$ cat config.mk
export PLATFORM = sky130hd
export DESIGN_NAME = ps2_event_queue_flat
export DESIGN_NICKNAME = d
export VERILOG_FILES = /design/src/rtl/ps2_event_queue_if.sv /design/src/rtl/ps2_event_queue.sv /design/src/flat_wrapper.sv
export SDC_FILE = /design/constraint.sdc
export NUM_CORES = 1
export LEC_CHECK = 0
export CORE_MARGIN = 3
export CORE_UTILIZATION = 40
export CTS_CLUSTER_DIAMETER = 100
export DETAILED_ROUTE_END_ITERATION = 16
export PLACE_DENSITY = 0.61
export SKIP_CTS_REPAIR_TIMING = 1
export SYNTH_ARGS = -nofsm -noshare
export SYNTH_HDL_FRONTEND = slang
export SYNTH_SLANG_ARGS = --single-unit
$ cat constraint.sdc
create_clock -name clk -period 4.8 [get_ports clk]
set_input_delay 0.72 -clock clk [delete_from_list [all_inputs] [get_ports clk]]
set_output_delay 0.72 -clock clk [all_outputs]
set_load 0.01 [all_outputs]
$ cat src/rtl/ps2_event_queue_if.sv
// Byte-in / event-out bundle for the PS/2 event queue.
// master drives received bytes and consumes events; slave is the queue itself.
interface ps2_event_queue_if #(
    parameter int depthBits = 3
);
    logic [7:0]         rxData;
    logic               rxDataReady;
    logic               rxError;
    logic [9:0]         evData;
    logic               evValid;
    logic               evReady;
    logic               overflow;
    logic               clearOverflow;
    logic [depthBits:0] count;

    modport master (
        output rxData, rxDataReady, rxError, evReady, clearOverflow,
        input  evData, evValid, overflow, count
    );

    modport slave (
        input  rxData, rxDataReady, rxError, evReady, clearOverflow,
        output evData, evValid, overflow, count
    );
endinterface

$ cat src/rtl/ps2_event_queue.sv
// Folds PS/2 scan-code prefixes (E0/F0/E1) into 10-bit key events and
// queues them in a show-ahead FIFO drained with valid/ready.
module ps2_event_queue #(
    parameter int depthBits     = 3,
    parameter int timeoutBits   = 20,
    parameter int timeoutCycles = 750000
) (
    input logic               clk,
    input logic               resetN,
    ps2_event_queue_if.slave  bus
);
    localparam int DEPTH = 2 ** depthBits;
    localparam logic [timeoutBits-1:0] TMO_LAST = timeoutBits'(timeoutCycles - 1);
    localparam logic [timeoutBits-1:0] TMO_ONE  = timeoutBits'(1);
    localparam logic [depthBits:0]     CNT_ONE  = (depthBits + 1)'(1);
    localparam logic [depthBits:0]     CNT_FULL = (depthBits + 1)'(DEPTH);
    localparam logic [depthBits-1:0]   PTR_ONE  = depthBits'(1);

    typedef enum logic [2:0] {IDLE, EXT, REL, EXTREL, PAUSE} state_t;

    state_t                 state, state_nxt;
    logic [2:0]             skip, skip_nxt;
    logic [timeoutBits-1:0] tmo, tmo_nxt;
    logic                   prev_ready;
    logic                   accept;
    logic                   push;
    logic [9:0]             push_data;

    logic [9:0]             mem [DEPTH];
    logic [depthBits-1:0]   rd_ptr, wr_ptr;
    logic [depthBits:0]     cnt;
    logic                   ovf;
    logic [9:0]             last_q;
    logic                   pop, full, do_push;

    // Rising edge of the receiver's level flag marks one new byte.
    assign accept = bus.rxDataReady & ~prev_ready & ~bus.rxError;

    always_ff @(posedge clk or negedge resetN) begin
        if (!resetN) begin
            state      <= IDLE;
            skip       <= '0;
            tmo        <= '0;
            prev_ready <= 1'b0;
        end else begin
            state      <= state_nxt;
            skip       <= skip_nxt;
            tmo        <= tmo_nxt;
            prev_ready <= bus.rxDataReady;
        end
    end

    always_comb begin
        state_nxt = state;
        skip_nxt  = skip;
        tmo_nxt   = tmo;
        push      = 1'b0;
        push_data = '0;
        if (bus.rxError) begin
            state_nxt = IDLE;
            skip_nxt  = '0;
            tmo_nxt   = '0;
        end else if (accept) begin
            tmo_nxt = '0;
            unique case (state)
                IDLE: begin
                    if (bus.rxData == 8'hE0)      state_nxt = EXT;
                    else if (bus.rxData == 8'hF0) state_nxt = REL;
                    else if (bus.rxData == 8'hE1) begin
                        state_nxt = PAUSE;
                        skip_nxt  = 3'd7;
                    end else if (!(bus.rxData inside {8'h00, 8'hAA, 8'hEE, 8'hFA,
                                                      8'hFC, 8'hFE, 8'hFF})) begin
                        push      = 1'b1;
                        push_data = {2'b00, bus.rxData};
                    end
                end
                EXT: begin
                    if (bus.rxData == 8'hF0) state_nxt = EXTREL;
                    else if (bus.rxData != 8'hE0) begin
                        push      = 1'b1;
                        push_data = {2'b01, bus.rxData};
                        state_nxt = IDLE;
                    end
                end
                REL: begin
                    push      = 1'b1;
                    push_data = {2'b10, bus.rxData};
                    state_nxt = IDLE;
                end
                EXTREL: begin
                    push      = 1'b1;
                    push_data = {2'b11, bus.rxData};
                    state_nxt = IDLE;
                end
                PAUSE: begin
                    // Pause is a fixed 8-byte burst; its content carries no information.
                    if (skip == 3'd1) begin
                        push      = 1'b1;
                        push_data = 10'h177;
                        state_nxt = IDLE;
                        skip_nxt  = '0;
                    end else begin
                        skip_nxt = skip - 3'd1;
                    end
                end
                default: state_nxt = IDLE;
            endcase
        end else if (state == IDLE) begin
            tmo_nxt = '0;
        end else if (tmo == TMO_LAST) begin
            state_nxt = IDLE;
            skip_nxt  = '0;
            tmo_nxt   = '0;
        end else begin
            tmo_nxt = tmo + TMO_ONE;
        end
    end

    assign pop     = (cnt != '0) & bus.evReady;
    assign full    = (cnt == CNT_FULL);
    assign do_push = push & (~full | pop);

    always_ff @(posedge clk) begin
        if (do_push) mem[wr_ptr] <= push_data;
    end

    always_ff @(posedge clk or negedge resetN) begin
        if (!resetN) begin
            rd_ptr <= '0;
            wr_ptr <= '0;
            cnt    <= '0;
            ovf    <= 1'b0;
            last_q <= '0;
        end else begin
            if (do_push) wr_ptr <= wr_ptr + PTR_ONE;
            if (pop) begin
                rd_ptr <= rd_ptr + PTR_ONE;
                last_q <= mem[rd_ptr];
            end
            unique case ({do_push, pop})
                2'b10:   cnt <= cnt + CNT_ONE;
                2'b01:   cnt <= cnt - CNT_ONE;
                default: cnt <= cnt;
            endcase
            if (push & full & ~pop)    ovf <= 1'b1;
            else if (bus.clearOverflow) ovf <= 1'b0;
        end
    end

    // When empty, keep presenting the last popped event rather than stale storage.
    assign bus.evData   = (cnt != '0) ? mem[rd_ptr] : last_q;
    assign bus.evValid  = (cnt != '0);
    assign bus.count    = cnt;
    assign bus.overflow = ovf;
endmodule

$ cat src/flat_wrapper.sv
// flat-port wrapper written by rule: the top's interface ports become plain ports
module ps2_event_queue_flat 
#(
    parameter int depthBits     = 3,
    parameter int timeoutBits   = 20,
    parameter int timeoutCycles = 750000
)
  (clk, resetN, bus_rxData, bus_rxDataReady, bus_rxError, bus_evReady, bus_clearOverflow, bus_evData, bus_evValid, bus_overflow, bus_count);
  ps2_event_queue_if #(.depthBits(depthBits)) bus_i ();
  input logic clk;
  input logic resetN;
  input wire logic [$bits(bus_i.rxData)-1:0] bus_rxData;
  input wire logic [$bits(bus_i.rxDataReady)-1:0] bus_rxDataReady;
  input wire logic [$bits(bus_i.rxError)-1:0] bus_rxError;
  input wire logic [$bits(bus_i.evReady)-1:0] bus_evReady;
  input wire logic [$bits(bus_i.clearOverflow)-1:0] bus_clearOverflow;
  output wire logic [$bits(bus_i.evData)-1:0] bus_evData;
  output wire logic [$bits(bus_i.evValid)-1:0] bus_evValid;
  output wire logic [$bits(bus_i.overflow)-1:0] bus_overflow;
  output wire logic [$bits(bus_i.count)-1:0] bus_count;
  assign bus_i.rxData = bus_rxData;
  assign bus_i.rxDataReady = bus_rxDataReady;
  assign bus_i.rxError = bus_rxError;
  assign bus_i.evReady = bus_evReady;
  assign bus_i.clearOverflow = bus_clearOverflow;
  assign bus_evData = bus_i.evData;
  assign bus_evValid = bus_i.evValid;
  assign bus_overflow = bus_i.overflow;
  assign bus_count = bus_i.count;
  ps2_event_queue #(.depthBits(depthBits), .timeoutBits(timeoutBits), .timeoutCycles(timeoutCycles)) u_core (.clk(clk), .resetN(resetN), .bus(bus_i));
endmodule
==> impl_metrics.yaml, run 1 <==
cells_and_area:
  finish.utilization: 0.4890
  fin_nets: 496
  drive_gt1_frac: 0.1399
  multi_input_area_um2: 2096
  syn_to_final_growth_pct: 18.63
  seq_area_um2: 3603
  fillers: 1201
  n_antenna_cell: 0
  fin_cells: 666
worst_setup_path:
  r2r_cells: 13
  worstSetupPathType: "input pin to flop"
  cp.arrival_ns: 4.07
  critPathMaxFanout: 6
  cp-start-kind: "input pin"
  r2r-start: "u_core.skip[0]"
  rrSetupSlack_ns: 1.55
  startpoint: "bus_rxData[1]"
  cp.buffers_inverters: 2
  cp.depth: 13
  slowest_stage: "clkdlybuf4s50_1"
  path_delay_family: "simple AND/OR/NAND/NOR gates"
  cpPeakStageDelay_ns: 0.51
  worstReg2RegEnd: "u_core.bus.count[3]"
  path_cells: "clkdlybuf4s50_1, nor4_1, nand2_1, and4b_1, a21oi_1, nand3_1, inv_1, ha_1, a21o_1, a21o_1, or2_2, mux2i_1, xor2_1"
  path_common_cell: "a21o_1"
  worstSetupEndpointType: "flop"
  crit_required_ns: 5.13
  cp-endpoint: "u_core.bus.count[3]"
synth:
  synthFlopType: "edfxtp_1"
  ys_types: 53
  synth_area_leaders: "edfxtp_1 (42%), dfrtp_1 (21%), mux4_2 (7.8%)"
  yosysTopAreaCell: "edfxtp_1"
  async_reset_ff_frac: 0.3750
  syn_area_per_cell_um2: 13.40
  syn_inst: 432
  synth_seq_area_share: 0.6226
  yosysTopAreaCellShare: 0.4150
  synth_warnings: 0
  synthesis.area_um2: 5788
  ys_ff_latch: 128
  synth_edf_count: 80
  synth_fp_nets: 454
cts:
  clock_path_buffers: 2
  htreeDepth: 4
  clkTransAtPathRegs_ns: 0.05
  ctsRootBufferMaster: "clkbuf_16"
  cts_buffers: 17
  clk_latency_ns: 0.40
  clock_sinks: 128
  cts_tree: "yes"
grt:
  grt_pass1_wl_mm: 18.44
  antenna_found_initial: 0
  grt_max_degree: 49
  grt_overflow: 0
  grt_usage: 0.1473
  grt_pass1_vias: 3524
sta:
  max_clock_freq_mhz: 267.3
  slew_violations: 0
  period_share: 0.7794
  worst_slew_pin_slew_ns: 1.007
  fin_setup_tns_ns: 0
  setup_viol: 0
  max_slew_margin: 0.3284
  finalCriticalPeriod_ns: 3.741
  hold_viol: 0
  rsz0062_at_grt: "false"
  finClkSkew_ns: 0.003109
power_and_ir_drop:
  switching_share: 0.2821
  power_density_nw_per_um2: 519.6
  power_frac_seq: 0.400
  vdd_drop_max_mv: 0.2431
  p_leak_nw: 2.536
  p_sw_mw: 1.006
  power_mw: 3.568
  p_comb_frac: 0.266
  clkPwrFrac: 0.334
  p_int_mw: 2.561
die:
  rows: 43
  start_util: 0.4122
  die_w_um: 126.3
  dieArea_um2: 15950
  coreArea_um2: 14040
  ioPinCount: 30
  die_y_um: 126.3
drt:
  drc: 0
  vias_per_cell: 5.288
  vias: 3522
  antenna_left: 0
  wirelength_mm: 11.12
  initialDrtViolationCount: 243
  wire_per_inst_um: 16.70
  first_pass_iters: 4
min_path:
  hold_class: "input pin to asynchronous set/reset pin"
job:
  maxCapViolations: 0
status:
  outcome: "complete, no violations"
place:
  gp_congestion: 0.8553
  dp.cells: 635
  dp_hpwl_mm: 7.370
  portBuffers: 29
cells by family after synthesis:
family | Yosys count | share of synthesized area
flops | 128 | 0.6226
compound gates | 61 | 0.06745
xor+xnor | 27 | 0.04086
simple gates | 150 | 0.1301
buf+inv | 24 | 0.01643
mux | 34 | 0.1040
fa+ha+maj | 8 | 0.01859
cells in the final DEF, fill, tap and decap left out, types with 7 or more instances in the layout:
cell type        instances
ha_1                     7
nand2_1                 33
nand2b_1                 8
xnor2_1                 14
nand3_1                 15
nor3_1                   9
mux2i_1                 11
a21oi_1                 20
inv_1                    8
nor2_1                  45
xor2_1                  13
dfrtp_1                 48
and3_1                   9
edfxtp_1                80
clkbuf_16               17
mux4_2                  20
clkdlybuf4s50_1         28
o21ai_0                 15
buf_4                   10
worst min-delay path by stage:
stage                          end  slack [ns]  cells after the start
2_1_floorplan  u_core.bus.count[0]        0.42                      0
3_3_place_gp         u_core.tmo[0]        0.44                      1
3_5_place_dp         u_core.tmo[0]        0.45                      1
4_1_cts          u_core.prev_ready        0.44                      2
5_1_grt            u_core.state[1]        0.47                      2
6_report             u_core.tmo[0]        0.42                      2
synth_stat cells (4+ instances only):
master / instances
and3_1: 9
nand2_1: 33
dfrtp_1: 48
nand3_1: 15
nand2b_1: 8
nand4_1: 5
mux2i_1: 11
nand3b_1: 4
o21a_1: 4
a21oi_1: 20
buf_2: 4
nor3_1: 9
mux4_2: 20
nor2_1: 45
xnor2_1: 14
edfxtp_1: 80
clkbuf_1: 11
ha_1: 7
o21ai_0: 15
xor2_1: 13
inv_1: 8
registers in the layout, indices dropped and copies added, names as in the netlist:
name	flops
u_core.state	3
u_core.tmo	20
u_core.rd_ptr	3
u_core.mem	80
u_core.prev_ready	1
u_core.wr_ptr	3
u_core.last_q	10
u_core.skip	3
u_core.bus.count	4
u_core.bus.overflow	1
per-stage QoR:
stage | area [µm²] | setup WS, ns | hold WS (ns)
after floorplan | 5788 | 1.569 | 0.4244
after global placement | 6315 | 0.7499 | 0.4395
after detailed placement | 6315 | 0.6814 | 0.4454
after CTS | 6867 | 1.096 | 0.4423
after global routing | 6867 | 0.8495 | 0.4739
final | 6867 | 1.059 | 0.4200
worst register-to-register path: cells and delay by family, from the launching register on:
kind / cells / cell delay, ns
AO/OA/AOI/OAI: 4 / 1.00
XOR/XNOR: 1 / 0.15
adder cells (fa/ha/maj): 2 / 0.45
buffers and inverters: 1 / 0.14
flip-flops: 1 / 0.41
multiplexers: 1 / 0.16
AND/OR/NAND/NOR: 4 / 0.87
metal layers:
metal	up-vias	global-route usage	wire, µm
met2	76	0.2238	5051
li1	1695	-	-
met5	-	0	0
met1	1740	0.2092	5429
met4	0	0.03849	96
met3	11	0.04379	542
area by class of cell:
type | count | area share
Sequential cell | 128 | 0.5248
Multi-Input combinational cell | 280 | 0.3052
Tap cell | 180 | 0.03280
Clock inverter | 13 | 0.01786
Timing Repair Buffer | 39 | 0.05248
Clock buffer | 18 | 0.06250
Inverter | 8 | 0.004373
power by group through the flow:
stage / sequential, mW / combinational [mW] / clock (mW)
finish: 1.43 / 0.948 / 1.19
global route: 1.45 / 1.04 / 1.27
floorplan: 1.38 / 0.643 / 0
global placement: 1.44 / 0.938 / 0
CTS: 1.43 / 0.964 / 1.22
detailed placement: 1.45 / 0.959 / 0
Power figures use the tool's default switching activity.
==> inputs of run 2 (changes only) <==
--- a/config.mk
+++ b/config.mk
@@ -9,7 +9,7 @@
 export CORE_UTILIZATION = 40
 export CTS_CLUSTER_DIAMETER = 100
 export DETAILED_ROUTE_END_ITERATION = 16
-export PLACE_DENSITY = 0.61
+export PLACE_DENSITY = 0.63
 export SKIP_CTS_REPAIR_TIMING = 1
 export SYNTH_ARGS = -nofsm -noshare
 export SYNTH_HDL_FRONTEND = slang
==> constraint.sdc (replaced) <==
create_clock -name clk -period 3.4 [get_ports clk]
set_input_delay 0.51 -clock clk [delete_from_list [all_inputs] [get_ports clk]]
set_output_delay 0.51 -clock clk [all_outputs]
set_load 0.01 [all_outputs]
==> impl_metrics.yaml, run 2 (synthesized netlist as in run 1, its figures left out) <==
die:
  dieArea_um2: 15950
  start_util: 0.4122
  rows: 43
  coreArea_um2: 14040
  die_w_um: 126.3
  ioPinCount: 30
  die_y_um: 126.3
drt:
  wire_per_inst_um: 16.93
  initialDrtViolationCount: 340
  drc: 0
  vias_per_cell: 5.297
  first_pass_iters: 4
  wirelength_mm: 11.82
  antenna_left: 0
  vias: 3697
place:
  portBuffers: 29
  dp_hpwl_mm: 7.707
  gp_congestion: 0.7948
worst_setup_path:
  critPathMaxFanout: 3
  crit_required_ns: 3.73
  worstSetupPathType: "input pin to flop"
  worstSetupEndpointType: "flop"
  cp.arrival_ns: 3.52
  cp-start-kind: "input pin"
grt:
  grt_pass1_wl_mm: 19.90
  grt_overflow: 0
  grt_usage: 0.1613
  grt_max_degree: 49
  grt_pass1_vias: 3820
  antenna_found_initial: 0
cts:
  clk_latency_ns: 0.42
  ctsRootBufferMaster: "clkbuf_16"
  clock_sinks: 128
  clkTransAtPathRegs_ns: 0.06
  cts_tree: "yes"
  cts_buffers: 17
  htreeDepth: 4
  clock_path_buffers: 2
min_path:
  hold_class: "input pin to asynchronous set/reset pin"
sta:
  max_slew_margin: 0.2463
  hold_viol: 0
  worst_slew_pin_slew_ns: 1.131
  max_clock_freq_mhz: 313.1
  finalCriticalPeriod_ns: 3.194
  finClkSkew_ns: 0.01373
  fin_setup_tns_ns: 0
  hold_ws_ns: 0.3252
  period_share: 0.9394
  setup_viol: 0
  slew_violations: 0
power_and_ir_drop:
  p_leak_nw: 2.714
  power_density_nw_per_um2: 723.4
  vdd_drop_max_mv: 0.3608
  power_mw: 5.166
cells_and_area:
  syn_to_final_growth_pct: 23.37
  n_antenna_cell: 0
  largest_register: "u_core.mem"
  fin_nets: 527
  drive_gt1_frac: 0.2008
  fillers: 1208
  most-common-layout-cells: "edfxtp_1 (80), dfrtp_1 (48), nor2_1 (45)"
  multi_input_area_um2: 2102
  largest_reg_flops: 80
  seq_area_um2: 3603
  largestRegisters: "u_core.mem: 80 flops, u_core.tmo: 20 flops, u_core.last_q: 10 flops"
  mostFrequentLayoutCell: "edfxtp_1"
status:
  outcome: "complete, no violations"
job:
  maxCapViolations: 0
## run 2: metrics by stage
step | cell area [µm²] | utilization | cells | worst slack [ns]
4_1_cts | 7134 | 0.5081 | 698 | 0.2048
6_report | 7141 | 0.5085 | 698 | 0.2062
5_1_grt | 7141 | 0.5085 | 698 | -0.009101
2_1_floorplan | 5788 | - | 432 | 0.3790
3_3_place_gp | 6560 | 0.4672 | 666 | -0.1200
3_5_place_dp | 6560 | 0.4672 | 666 | -0.2036
## run 2: worst max-delay path, cell delays in order
cell	delay (ns)
clkdlybuf4s50_1	0.45
or4_4	0.56
o21ai_2	0.13
a31oi_1	0.10
a21oi_1	0.22
buf_4	0.16
nand3_1	0.09
inv_1	0.10
ha_1	0.23
a21o_1	0.19
a21o_1	0.18
or2_2	0.26
mux2i_1	0.17
xor2_1	0.16
## run 2: worst paths after layout
check / startpoint / endpoint / slack [ns] / cells past startpoint
min in group clk: u_core.tmo[0] / u_core.tmo[0] / 0.46 / 1
setup / recovery: bus_rxData[1] / u_core.bus.count[3] / 0.21 / 14
setup reg to reg: u_core.skip[1] / u_core.bus.count[3] / 0.35 / 15
hold / removal: resetN / u_core.prev_ready / 0.33 / 1
hold reg to reg: u_core.tmo[0] / u_core.tmo[0] / 0.46 / 1
max in group asynchronous: resetN / u_core.last_q[0] / 2.38 / 1
## run 2: per-layer routing
layer  share of wire  global-route usage
met1            0.48              0.2248
met2            0.47              0.2438
met3           0.042             0.04589
met4          0.0063             0.05804
met5               0                   0
## run 2: power by group
group / switching [mW] / internal [mW]
clock network: 0.661 / 1.08
registers: 0.157 / 1.81
logic: 0.659 / 0.798
total: 1.48 / 3.69
## run 2: cell type report
type | instances | share of cell area
Multi-Input combinational cell | 280 | 0.2944
Sequential cell | 128 | 0.5046
Inverter | 8 | 0.004205
Tap cell | 180 | 0.03154
Clock buffer | 19 | 0.06063
Clock inverter | 13 | 0.01980
Timing Repair Buffer | 70 | 0.08481
